`config.mk`:
```
export PLATFORM = sky130hd
export DESIGN_NAME = v4_filter_ctrl_flat
export DESIGN_NICKNAME = d
export VERILOG_FILES = /design/src/rtl/package_settings.sv /design/src/rtl/v4_parameters.sv /design/src/rtl/v4_filter_ctrl_if.sv /design/src/rtl/v4_event_reg.sv /design/src/rtl/v4_filter_ctrl.sv /design/src/flat_wrapper.sv
export SDC_FILE = /design/constraint.sdc
export NUM_CORES = 1
export LEC_CHECK = 0
export ABC_AREA = 1
export CAP_MARGIN = 20
export CORE_MARGIN = 5
export CORE_UTILIZATION = 45
export CTS_CLUSTER_SIZE = 10
export DETAILED_ROUTE_END_ITERATION = 6
export PLACE_DENSITY_LB_ADDON = 0.2
export SYNTH_ARGS = -nofsm -noshare
export SYNTH_HDL_FRONTEND = slang
export SYNTH_SLANG_ARGS = --single-unit
```
`constraint.sdc`:
```
create_clock -name clk -period 5.4 [get_ports clk]
set_clock_uncertainty 0.1 [all_clocks]
set_input_delay 1.08 -clock clk [delete_from_list [all_inputs] [get_ports clk]]
set_output_delay 1.08 -clock clk [all_outputs]
set_load 0.01 [all_outputs]
```
`src/rtl/package_settings.sv`:
```
// Project-wide data widths shared by the filter chain and its controllers.
package package_settings;
  localparam int SIZE_FILTER_DATA = 16;
endpackage

```
`src/rtl/v4_parameters.sv`:
```
// Controller state encoding, warm-up length and power-on configuration.
package v4_parameters;
  typedef enum logic [2:0] {
    IDLE  = 3'd0,
    FLUSH = 3'd1,
    ARMED = 3'd2,
    PEAK  = 3'd3,
    DEAD  = 3'd4,
    REARM = 3'd5
  } ctrl_state_t;

  localparam int FLUSH_LEN_DEFAULT = 64;

  localparam logic signed [package_settings::SIZE_FILTER_DATA-1:0] RST_THRESHOLD =
    package_settings::SIZE_FILTER_DATA'(100);
  localparam logic [7:0] RST_WINDOW = 8'd16;
  localparam logic [7:0] RST_DEAD   = 8'd32;

  // A zero-length window still searches the trigger sample's pulse for one cycle.
  function automatic logic [7:0] win_len(input logic [7:0] w);
    return (w == 8'd0) ? 8'd1 : w;
  endfunction
endpackage

```
`src/rtl/v4_filter_ctrl_if.sv`:
```
// Config and event channels of the trigger controller.
// Handshake rule for both channels: a transfer happens on a rising edge where
// valid and ready are both 1; a raised valid holds its payload until that edge.
interface v4_filter_ctrl_if #(
  parameter int TS_W = 32
);
  logic                                           cfg_valid;
  logic                                           cfg_ready;
  logic signed [package_settings::SIZE_FILTER_DATA-1:0] cfg_threshold;
  logic [7:0]                                     cfg_window;
  logic [7:0]                                     cfg_dead;
  logic                                           ev_valid;
  logic                                           ev_ready;
  logic signed [package_settings::SIZE_FILTER_DATA-1:0] ev_amp;
  logic [TS_W-1:0]                                ev_time;

  modport master (
    output cfg_valid, cfg_threshold, cfg_window, cfg_dead, ev_ready,
    input  cfg_ready, ev_valid, ev_amp, ev_time
  );

  modport slave (
    input  cfg_valid, cfg_threshold, cfg_window, cfg_dead, ev_ready,
    output cfg_ready, ev_valid, ev_amp, ev_time
  );
endinterface

```
`src/rtl/v4_event_reg.sv`:
```
// Single-entry event holding register; a push that finds the slot occupied
// and not draining is dropped and counted.
module v4_event_reg #(
  parameter int AMP_W = 16,
  parameter int TS_W  = 32
) (
  input  logic                    clk,
  input  logic                    reset,
  input  logic                    i_push,
  input  logic signed [AMP_W-1:0] i_amp,
  input  logic [TS_W-1:0]         i_time,
  input  logic                    i_ready,
  output logic                    o_valid,
  output logic signed [AMP_W-1:0] o_amp,
  output logic [TS_W-1:0]         o_time,
  output logic [15:0]             o_lost_cnt
);
  logic                    r_valid;
  logic signed [AMP_W-1:0] r_amp;
  logic [TS_W-1:0]         r_time;
  logic [15:0]             r_lost;
  logic                    w_accept;

  assign w_accept = i_push && (!r_valid || i_ready);

  always_ff @(posedge clk) begin
    if (reset) begin
      r_valid <= 1'b0;
      r_amp   <= '0;
      r_time  <= '0;
      r_lost  <= '0;
    end else begin
      if (w_accept) begin
        r_valid <= 1'b1;
        r_amp   <= i_amp;
        r_time  <= i_time;
      end else if (i_ready) begin
        r_valid <= 1'b0;
      end
      if (i_push && !w_accept && (r_lost != 16'hFFFF)) begin
        r_lost <= r_lost + 16'd1;
      end
    end
  end

  assign o_valid    = r_valid;
  assign o_amp      = r_amp;
  assign o_time     = r_time;
  assign o_lost_cnt = r_lost;
endmodule

```
`src/rtl/v4_filter_ctrl.sv`:
```
// Threshold trigger / peak-search controller sitting behind a pulse filter.
// Holds the filter in reset while idle, flushes it, then emits {peak, time} events.
module v4_filter_ctrl
  import v4_parameters::*;
#(
  parameter int FLUSH_LEN = FLUSH_LEN_DEFAULT,
  parameter int TS_W      = 32
) (
  input  logic                                            clk,
  input  logic                                            reset,
  input  logic                                            enable,
  input  logic signed [package_settings::SIZE_FILTER_DATA-1:0] filt_data,
  output logic                                            filt_rst_n,
  output logic                                            busy,
  output logic [15:0]                                     lost_cnt,
  output ctrl_state_t                                     dbg_state,
  v4_filter_ctrl_if.slave                                 bus
);
  localparam int DW = package_settings::SIZE_FILTER_DATA;

  ctrl_state_t           r_state;
  ctrl_state_t           w_next;
  logic [TS_W-1:0]       r_ts;
  logic [TS_W-1:0]       r_trig_ts;
  logic signed [DW-1:0]  r_thr;
  logic [7:0]            r_win;
  logic [7:0]            r_dead;
  logic [15:0]           r_cnt;
  logic [7:0]            r_wcnt;
  logic signed [DW-1:0]  r_peak;
  logic signed [DW-1:0]  w_peak_upd;
  logic                  w_push;

  // Strict compare keeps the first maximum on ties.
  assign w_peak_upd = (filt_data > r_peak) ? filt_data : r_peak;

  always_ff @(posedge clk) begin
    if (reset) r_state <= IDLE;
    else       r_state <= w_next;
  end

  always_comb begin
    w_next = r_state;
    w_push = 1'b0;
    case (r_state)
      IDLE:  if (enable) w_next = FLUSH;
      FLUSH: if (r_cnt == 16'(FLUSH_LEN - 1)) w_next = ARMED;
      ARMED: if (filt_data > r_thr) w_next = PEAK;
      PEAK: begin
        if (r_wcnt <= 8'd1) begin
          w_push = 1'b1;
          w_next = (r_dead == 8'd0) ? REARM : DEAD;
        end
      end
      DEAD:  if (r_cnt == ({8'd0, r_dead} - 16'd1)) w_next = REARM;
      REARM: if (filt_data <= r_thr) w_next = ARMED;
      default: w_next = IDLE;
    endcase
    // Dropping enable abandons any search in progress without counting a loss.
    if ((r_state != IDLE) && !enable) begin
      w_next = IDLE;
      w_push = 1'b0;
    end
  end

  always_ff @(posedge clk) begin
    if (reset) begin
      r_ts      <= '0;
      r_trig_ts <= '0;
      r_thr     <= RST_THRESHOLD;
      r_win     <= RST_WINDOW;
      r_dead    <= RST_DEAD;
      r_cnt     <= '0;
      r_wcnt    <= '0;
      r_peak    <= '0;
    end else begin
      r_ts <= r_ts + 1'b1;
      if ((r_state == IDLE) && bus.cfg_valid) begin
        r_thr  <= bus.cfg_threshold;
        r_win  <= bus.cfg_window;
        r_dead <= bus.cfg_dead;
      end
      if (w_next != r_state) begin
        r_cnt <= '0;
      end else if ((r_state == FLUSH) || (r_state == DEAD)) begin
        r_cnt <= r_cnt + 16'd1;
      end
      if ((r_state == ARMED) && (w_next == PEAK)) begin
        r_peak    <= filt_data;
        r_trig_ts <= r_ts;
        r_wcnt    <= win_len(r_win);
      end else if ((r_state == PEAK) && (w_next == PEAK)) begin
        r_peak <= w_peak_upd;
        r_wcnt <= r_wcnt - 8'd1;
      end
    end
  end

  v4_event_reg #(
    .AMP_W (DW),
    .TS_W  (TS_W)
  ) u_event_reg (
    .clk        (clk),
    .reset      (reset),
    .i_push     (w_push),
    .i_amp      (w_peak_upd),
    .i_time     (r_trig_ts),
    .i_ready    (bus.ev_ready),
    .o_valid    (bus.ev_valid),
    .o_amp      (bus.ev_amp),
    .o_time     (bus.ev_time),
    .o_lost_cnt (lost_cnt)
  );

  assign bus.cfg_ready = (r_state == IDLE);
  assign filt_rst_n    = (r_state != IDLE);
  assign busy          = (r_state != IDLE);
  assign dbg_state     = r_state;
endmodule

```
`src/flat_wrapper.sv`:
```
// flat-port wrapper written by rule: the top's interface ports become plain ports
module v4_filter_ctrl_flat import v4_parameters::*;
#(
  parameter int FLUSH_LEN = FLUSH_LEN_DEFAULT,
  parameter int TS_W      = 32
)
  (clk, reset, enable, filt_data, filt_rst_n, busy, lost_cnt, dbg_state, bus_cfg_valid, bus_cfg_threshold, bus_cfg_window, bus_cfg_dead, bus_ev_ready, bus_cfg_ready, bus_ev_valid, bus_ev_amp, bus_ev_time);
  v4_filter_ctrl_if #(.TS_W(TS_W)) bus_i ();
  input  logic clk;
  input  logic reset;
  input  logic enable;
  input  logic signed [package_settings::SIZE_FILTER_DATA-1:0] filt_data;
  output logic filt_rst_n;
  output logic busy;
  output logic [15:0] lost_cnt;
  output ctrl_state_t dbg_state;
  input wire logic [$bits(bus_i.cfg_valid)-1:0] bus_cfg_valid;
  input wire logic [$bits(bus_i.cfg_threshold)-1:0] bus_cfg_threshold;
  input wire logic [$bits(bus_i.cfg_window)-1:0] bus_cfg_window;
  input wire logic [$bits(bus_i.cfg_dead)-1:0] bus_cfg_dead;
  input wire logic [$bits(bus_i.ev_ready)-1:0] bus_ev_ready;
  output wire logic [$bits(bus_i.cfg_ready)-1:0] bus_cfg_ready;
  output wire logic [$bits(bus_i.ev_valid)-1:0] bus_ev_valid;
  output wire logic [$bits(bus_i.ev_amp)-1:0] bus_ev_amp;
  output wire logic [$bits(bus_i.ev_time)-1:0] bus_ev_time;
  assign bus_i.cfg_valid = bus_cfg_valid;
  assign bus_i.cfg_threshold = bus_cfg_threshold;
  assign bus_i.cfg_window = bus_cfg_window;
  assign bus_i.cfg_dead = bus_cfg_dead;
  assign bus_i.ev_ready = bus_ev_ready;
  assign bus_cfg_ready = bus_i.cfg_ready;
  assign bus_ev_valid = bus_i.ev_valid;
  assign bus_ev_amp = bus_i.ev_amp;
  assign bus_ev_time = bus_i.ev_time;
  v4_filter_ctrl #(.FLUSH_LEN(FLUSH_LEN), .TS_W(TS_W)) u_core (.clk(clk), .reset(reset), .enable(enable), .filt_data(filt_data), .filt_rst_n(filt_rst_n), .busy(busy), .lost_cnt(lost_cnt), .dbg_state(dbg_state), .bus(bus_i));
endmodule
```
After elaboration in Yosys (flattened, before gate mapping)
Index checks and enable logic that the tools add are counted.
W data, S select, Z words.

word-level totals
  bits in registers = 204
  input port bits = 53
  output and inout port bits = 71
  word-level logic and storage cells = 71

operators by class
  $add $sub $neg = 5
  $lt $le $gt $ge = 4
  equal/unequal tests = 10
  multiplexer cells = 20
  reduce and logical (&&, ||, !) cells = 19

operators by type and width
  kind                     count
  $mux W16                 3
  $add A16 B1 Y16 const B  2
  $add A32 B1 Y32 const B  1
  $gt A16 B16 Y1           2
  $mux W8                  3
  $mux W3                  7
  $pmux W3 S6              1
  $eq A16 B16 Y1           1
  $eq A16 B6 Y1 const B    1
  $le A16 B16 Y1           1
  $logic_not A8 Y1         2
  $ne A16 B16 Y1 const B   1
  $eq A3 B2 Y1 const B     3
  $sub A8 B1 Y9 const B    1
  $le A8 B1 Y1 const B     1
  $sub A8 B1 Y8 const B    1
  $logic_and A1 B1 Y1      7
  $eq A3 B3 Y1 const B     2
  $mux W1                  6
  $reduce_bool A2 Y1       2
  $eq A3 B1 Y1 const B     1
  $logic_not A1 Y1         3
  $logic_not A3 Y1         1
  $ne A3 B3 Y1             1
  other kinds (3)          4

Depth between registers and ports, before layout
Gate-level depths: netlist of run 1.

  depth after elaboration = 9
  mapped depth = 21
  gate-level depth less buffers = 20

Hierarchy
From an unflattened synthesis of run 1, not the netlist that was laid out.

second synthesis, totals
  cell total of the unflattened synthesis = 1423
  area, all modules = 10015.9 um2

modules (own cells, without submodules)
  module          instances  cells each  area each (um2)  sequential area each (um2)
  v4_filter_ctrl  1          1054        7333.3           2782.7
  v4_event_reg    1          369         2682.6           1301.2

Least setup slack after synthesis of run 1
No wires, ideal clock.

  path kind = input -> register
  start point = input port filt_data[15] (netlist name)
  end point = register u_core.r_trig_ts[13]
  library setup time = 128 ps
  arrival time = 2911 ps
  required time = 5172 ps
  path slack = 2262 ps
  cell stages on the path = 14
  path buffers = 2
  cell sequence = ha_1 > nand2_1 > nor4_1 > nand2_1 > nand2_1 > nand2_1 > nand3_1 > nand2_1 > nand2_1 > nand4_4 > buf_2 > buf_4 > a21oi_1 > nor2_1

between the ends
  longest elaborated chain between the ends = 6
  elaborated cells on any way between the ends = 8
  classes of those cells = order compare: 2; eq/ne: 1; mux: 4; reduce/logical: 1

RTL lines
  what                                                     line                                        RTL
  start, declared                                          flat_wrapper.sv:12                          input logic signed [package_settings::SIZE_FILTER_DATA-1:0] filt_data;
  $le A16 B16 Y1 / $gt A16 B16 Y1 (equally long branches)  v4_filter_ctrl.sv:56, v4_filter_ctrl.sv:48
  $mux W3 (on tied branches)                               v4_filter_ctrl.sv:56, v4_filter_ctrl.sv:48
  $pmux W3 S6 *                                            v4_filter_ctrl.sv:45                        case (r_state)
  $mux W3 *                                                v4_filter_ctrl.sv:60                        if ((r_state != IDLE) && !enable) begin
  $eq A3 B2 Y1 *                                           v4_filter_ctrl.sv:88                        if ((r_state == ARMED) && (w_next == PEAK)) begin
  $logic_and A1 B1 Y1 *                                    v4_filter_ctrl.sv:88
  end signal, assigned                                     v4_filter_ctrl.sv:90                        r_trig_ts <= r_ts;
  end, declared                                            v4_filter_ctrl.sv:24                        logic [TS_W-1:0] r_trig_ts;

Mark *: on every way between the ends. The rest lies on a longest branch, timed or not.
A chain may end at the register's enable or synchronous reset.

Worst setup path in the final report of run 1
  start point = input port filt_data[15] (netlist name)
  end point = register u_core.r_trig_ts[27]

Same word-level chain as after synthesis.

==> results.txt, run 1 <==
Status: finished, final reports clean
Worst-Skew Late Latency: 0.50 ns
Post_cts resized: 0
DRC viols: 0
DRT Wirelength: 23.6 mm
Final setup margin: 1.56 ns
IO Pins: 124
CTS Hold Bufs: 0
CP delay by family, top: simple AND/OR/NAND/NOR gates
Syn Inst Count: 1386
Crit path buffers/inverters: 2
Final Hold Vio Count: 0
Post-Syn Nets: 1477
Syn Area/Cell: 7.10 µm²
Worst min-delay path class: flip-flop to flip-flop
Worst Path Required: 5.73 ns
Fraction of layout cells with a size suffix above 1: 6.31%
Fmax: 260 MHz
Pwr dens: 276 nW/µm²
Tcrit/Tclk final: 71.2%
Area delta synth->final: 21.1%
Largest net degree at the start of global routing: 93
Layout net count: 1576
Clock root buffer: clkbuf_16
HPWL Detailed: 16.3 mm
Htree depth: 1
Total negative slack: 0 ns
Number of global-route vias before repair: 8151
RSZ-0062 raised after global routing: no
Kind of critical path: input pin to flip-flop
Total congestion overflow: 0
Tmin final: 3.84 ns
Number of synthesized flops with an enable pin: 0
Power consumption: 3290 µW
Final setup violation count: 0
Cell Chain, Critical Path: clkdlybuf4s50_1, ha_1, nand2_1, nor4_1, nand2_1, nand3_1, nand3_1, nand2_1, nand2_1, nand4_4, buf_4, o21ai_0, a21oi_1
Initial antenna violation count: 0
Max stage delay cell, worst path: buf_4
Routed WL per cell: 13.3 µm
Crit. End Element: flip-flop
Peak VDD IR: 0.000198 V
DR iter-0 viols: 499
Total GRT Usage: 18.8%
Antenna viol nets, final: 0
Crit start category: input pin
CTS Buf Count: 25
Crit path DAT: 4.17 ns
Via count: 8745
Die width: 158 µm
First-pass iteration count of the detailed router: 4
Setup WS pre-CTS: 1.06 ns
Slew @ Worst Pin: 0.865 ns
Yosys cell types: 45
Ys async rst share: 0%
Finished Cell Area: 11900 µm²
Crit-path most repeated cell: nand2_1
Fin. max-slew vios: 0
Placed cell area: 11200 µm²
Warnings, synthesis: 0
Ant. Diodes: 0
Leakage power total: 0.00471 µW
RD Place Congestion: 0.832
Fill cells: 2067
Main synth FF type: dfxtp_1
Port Buffers: 123
CTS tree: built
Reg clk slew, reported paths: 0.05 ns
Max Cap Viol: 0
DIE HEIGHT: 158 µm
Starting Density: 45.4%
Area of the die: 24900 µm²
First-pass GRT wire length: 39.5 mm
Sequential share of the synthesized area: 41.5%
Clock sink count: 204
Row count: 54
Seq cells post-synth: 204
Vias per cell: 4.94
Max FO, Critical Path: 88
Core area: 21700 µm²
Post-Synthesis Cell Area: 9850 µm²
Slew Limit Headroom: 42.3%
Clock buffer depth: 3
Crit-path max cell delay: 0.66 ns
Post-CTS Setup Bufs: 0
-- logic make-up after synthesis --
group,share of synthesized area (%)
flops,41.5
buf+inv,9.80
simple gates,25.2
compound gates,16.5
xor+xnor,2.13
fa+ha+maj,4.83
-- power by group --
group	total [µW]	switching, µW	internal [µW]
Combinational	290	177	113
Clock	1450	589	862
Sequential	1550	14.0	1530
Total	3290	780	2510
-- worst paths after layout --
path,cells after the start,end,slack [ns],startpoint
worst max-delay path,13,u_core.r_trig_ts[27],1.56,filt_data[15]
worst min-delay path,2,u_core.r_trig_ts[26],0.35,u_core.r_trig_ts[26]
worst max register to register,13,u_core.r_trig_ts[27],2.31,u_core.r_thr[15]
worst min register to register,2,u_core.r_trig_ts[26],0.35,u_core.r_trig_ts[26]
-- state kept, by name, summed over array words and instances (netlist names) --
name and flops:
u_core.r_wcnt 8, u_core.r_thr 16, u_core.u_event_reg.o_lost_cnt 16, u_core.r_win 8, u_core.r_cnt 16, u_core.r_trig_ts 32
u_core.r_ts 32, u_core.u_event_reg.o_valid 1, u_core.u_event_reg.o_amp 16, u_core.dbg_state 3, u_core.r_dead 8, u_core.r_peak 16
u_core.u_event_reg.o_time 32
-- per-layer routing --
| layer | share of wire, % | GRT usage [%] | wire length, µm |
|---|---|---|---|
| met1 | 48 | 25.6 | 11300 |
| met2 | 45 | 31.7 | 10700 |
| met4 | 1.6 | 4.01 | 374 |
| met5 | 0 | 0 | 0 |
| met3 | 5.0 | 3.01 | 1170 |
-- placed cells by master (no fill, tap or decap), types with 9 or more instances in the layout --
cell type / count
nand3_1: 50
clkbuf_16: 25
ha_1: 38
nor2_1: 148
a21oi_1: 186
nand4_1: 18
o21ai_0: 105
buf_4: 9
dfxtp_1: 204
nor2_2: 16
clkdlybuf4s50_1: 122
xor2_1: 18
nor3_1: 25
nand2_1: 258
inv_1: 182
-- synthesized netlist by cell type, types with 3 or more instances --
master      n  area, µm²
nand2_1   259        972
dfxtp_1   204       4080
a21oi_1   186        931
inv_1     183        687
nor2_1    148        556
o21ai_0   105        526
nand3_1    50        250
clkbuf_1   41        154
ha_1       38        475
nor3_1     26        130
nand4_1    18        113
xor2_1     18        158
nor2_2     16        100
buf_2      11       55.1
nand3_2     7       70.1
inv_2       6       22.5
o211ai_1    6       45.0
or2_2       6       37.5
xnor2_1     6       52.6
nor4_1      5       31.3
o21a_1      5       37.5
buf_1       4       15.0
nand2_2     3       18.8
nand3b_1    3       22.5
nor2_4      3       33.8
nor3b_1     3       22.5
-- final cells by class --
class	count	area (µm²)	share of cell area [%]
clock inverters	1	8.76	0.0734
well taps	280	350	2.94
clock buffers	30	674	5.65
inverters	190	714	5.99
repair buffers	131	1290	10.8
flip-flops and latches	204	4080	34.2
multi-input cells	933	4810	40.3
-- worst reg2reg max path: cells and delay by family, from the launching register on --
family	cells	cell delay [ns]
flops	1	0.30
fa+ha+maj	1	0.29
compound gates	2	0.42
simple gates	8	1.20
buf+inv	2	0.71
-- through the flow --
step | hold WS (ns) | instances | util, %
floorplan | 0.317 | 1386 | -
global placement | 0.337 | 1738 | 51.8
detailed placement | 0.346 | 1738 | 51.8
CTS | 0.355 | 1769 | 55.0
global route | 0.372 | 1769 | 55.0
finish | 0.351 | 1769 | 55.0
No activity file was read; power rests on OpenSTA's default activity.
==> run 2: changes to the inputs <==
==> constraint.sdc (replaced) <==
create_clock -name clk -period 3.1 [get_ports clk]
set_clock_uncertainty 0.1 [all_clocks]
set_input_delay 0.62 -clock clk [delete_from_list [all_inputs] [get_ports clk]]
set_output_delay 0.62 -clock clk [all_outputs]
set_load 0.01 [all_outputs]
==> run 2 against run 1 <==
Compared with the run above: non-clock buffer count up 46; final area increased by 3.1%; worst hold slack worse by 0.0014 ns; sequential share of layout area is 1.0 points lower; global-route usage rose by 0.54 points; largest cell class unchanged; highest routed layer unchanged.
==> results.txt, run 2 (synthesis results as in run 1) <==
M3 GR Usage: 2.76% (was 3.01%)
Routed WL per cell: 13.2 µm (was 13.3 µm)
Total negative slack: 0 ns (unchanged)
CTS Hold Bufs: 0 (unchanged)
Crit-path max cell delay: 0.49 ns (was 0.66 ns)
Logic depth of the worst path, buffers included: 15 (was 13)
Crit path buffers/inverters: 3 (was 2)
RSZ-0062 raised after global routing: no (unchanged)
Dpl cells: 1784 (was 1738)
Final Hold Vio Count: 0 (unchanged)
Max FO, Critical Path: 6 (was 88)
Clock buffer depth: 3 (unchanged)
Final setup violation count: 0 (unchanged)
Area delta synth->final: 24.9% (was 21.1%)
Fin. max-slew vios: 0 (unchanged)
Worst min-delay path class: flip-flop to flip-flop (unchanged)
Initial antenna violation count: 0 (unchanged)
Slew Limit Headroom: 56.5% (was 42.3%)
Starting Density: 45.4% (unchanged)
Worst-Skew Late Latency: 0.52 ns (was 0.50 ns)
Total congestion overflow: 0 (unchanged)
DR iter-0 viols: 486 (was 499)
Port Buffers: 123 (unchanged)
Crit. End Element: flip-flop (unchanged)
Number of global-route vias before repair: 8474 (was 8151)
Fraction of layout cells with a size suffix above 1: 9.00% (was 6.31%)
Max Cap Viol: 0 (unchanged)
Post-CTS Setup Bufs: 0 (unchanged)
Crit start category: input pin (unchanged)
Row count: 54 (unchanged)
Via count: 8941 (was 8745)
RD Place Congestion: 0.853 (was 0.832)
Total GRT Usage: 19.4% (was 18.8%)
HPWL Detailed: 17.3 mm (was 16.3 mm)
Core Util, Final: 56.7% (was 55.0%)
Die width: 158 µm (unchanged)
Most used routing layer: met2 (unchanged)
Placed cell area: 11600 µm² (was 11200 µm²)
CP delay by family, top: buffers and inverters (was simple AND/OR/NAND/NOR gates)
Cell Chain, Critical Path: clkdlybuf4s50_1, buf_4, ha_1, nand2_1, nor2_1, nand2_1, o211ai_1, nand2_1, nand3_1, nand3_1, buf_4, o21ai_0, nand2_1, nand2_1, a21oi_1 (was clkdlybuf4s50_1, ha_1, nand2_1, nor4_1, nand2_1, nand3_1, nand3_1, nand2_1, nand2_1, nand4_4, buf_4, o21ai_0, a21oi_1)
R2R depth: 14 (was 13)
FF-to-FF setup slack: 0.46 ns (was 2.31 ns)
Status: finished, final reports clean (unchanged)
Crit path DAT: 3.09 ns (was 4.17 ns)
Reg clk slew, reported paths: 0.06 ns (was 0.05 ns)
Global Route met1 Usage: 26.6% (was 25.6%)
Layout net count: 1621 (was 1576)
Leakage power total: 0.00494 µW (was 0.00471 µW)
First-pass GRT wire length: 40.6 mm (was 39.5 mm)
Met2 Resource Use GR: 32.7% (was 31.7%)
Ant. Diodes: 0 (unchanged)
DRC viols: 0 (unchanged)
Tcrit/Tclk final: 91.0%
FF-to-FF Start: u_core.r_wcnt[0] (was u_core.r_thr[15])
Crit-path most repeated cell: nand2_1 (unchanged)
Clock sink count: 204 (unchanged)
Area of the die: 24900 µm² (unchanged)
Largest net degree at the start of global routing: 59 (was 93)
DRT Wirelength: 24.0 mm (was 23.6 mm)
Vias per cell: 4.93 (was 4.94)
IO Pins: 124 (unchanged)
Kind of critical path: input pin to flip-flop (unchanged)
Worst setup path start: filt_data[7] (was filt_data[15])
Core area: 21700 µm² (unchanged)
Antenna viol nets, final: 0 (unchanged)
FF-to-FF End: u_core.u_event_reg.o_lost_cnt[13] (was u_core.r_trig_ts[27])
Finished Cell Area: 12300 µm² (was 11900 µm²)
Post_cts resized: 0 (unchanged)
DIE HEIGHT: 158 µm (unchanged)
CTS tree: built (unchanged)
Peak VDD IR: 0.000305 V (was 0.000198 V)
Fmax: 355 MHz
Tmin final: 2.82 ns
Cell Count, Final, Fillers Out: 1814 (was 1769)
Clock root buffer: clkbuf_16 (unchanged)
Critical Path End: u_core.r_peak[15] (was u_core.r_trig_ts[27])
Slew @ Worst Pin: 0.653 ns (was 0.865 ns)
Max stage delay cell, worst path: clkdlybuf4s50_1 (was buf_4)
Most common cell after layout, fill and taps aside: nand2_1 (unchanged)
Pwr dens: 463 nW/µm² (was 276 nW/µm²)
CTS Buf Count: 24 (was 25)
Worst Path Required: 3.37 ns (was 5.73 ns)
Htree depth: 1 (unchanged)
Worst hold slack: 0.350 ns (was 0.351 ns)
First-pass iteration count of the detailed router: 5 (was 4)
Commonest cells after routing, fill and taps aside: nand2_1 (257), dfxtp_1 (204), a21oi_1 (186), inv_1 (182), nor2_1 (148) (was nand2_1 (258), dfxtp_1 (204), a21oi_1 (186), inv_1 (182), nor2_1 (148))
run 2: cell type report:
| class | count | area [µm²] |
|---|---|---|
| fill | 2033 | 9390 |
| multi-input combinational | 933 | 4810 |
| sequential | 204 | 4080 |
| timing repair buffer | 177 | 1680 |
| inverter | 190 | 714 |
| clock buffer | 29 | 629 |
| tap | 280 | 350 |
| clock inverter | 1 | 30.0 |
run 2: how the worst min path moves through the flow:
stage / start / end / slack, ns / depth (start not counted)
after floorplan: u_core.r_ts[0] / u_core.r_ts[0] / 0.32 / 1
after global placement: u_core.r_ts[0] / u_core.r_ts[0] / 0.33 / 1
after detailed placement: u_core.r_ts[0] / u_core.r_ts[0] / 0.34 / 1
after CTS: u_core.r_ts[0] / u_core.r_ts[0] / 0.35 / 1
after global routing: u_core.r_ts[0] / u_core.r_ts[0] / 0.36 / 1
final: u_core.r_ts[0] / u_core.r_ts[0] / 0.35 / 1
run 2: metrics by stage:
step / total power [µW] / worst slack, ns
3_5_place_dp: 3310 / -0.240
3_3_place_gp: 3300 / -0.197
2_1_floorplan: 3070 / 0.422
5_1_grt: 5970 / 0.0315
4_1_cts: 5780 / 0.286
6_report: 5700 / 0.280
run 2: power breakdown:
part | switching (µW) | leakage, µW | internal [µW] | total, µW
logic | 322 | 0.00297 | 242 | 564
registers | 20.7 | 0.00165 | 2670 | 2690
clock network | 1030 | 0.000319 | 1410 | 2450
run 2: metal layers:
metal | share of wire (%) | vias up
li1 | - | 4745
met1 | 48 | 4011
met2 | 46 | 158
met3 | 4.3 | 27
met4 | 1.7 | 0
met5 | 0 | -
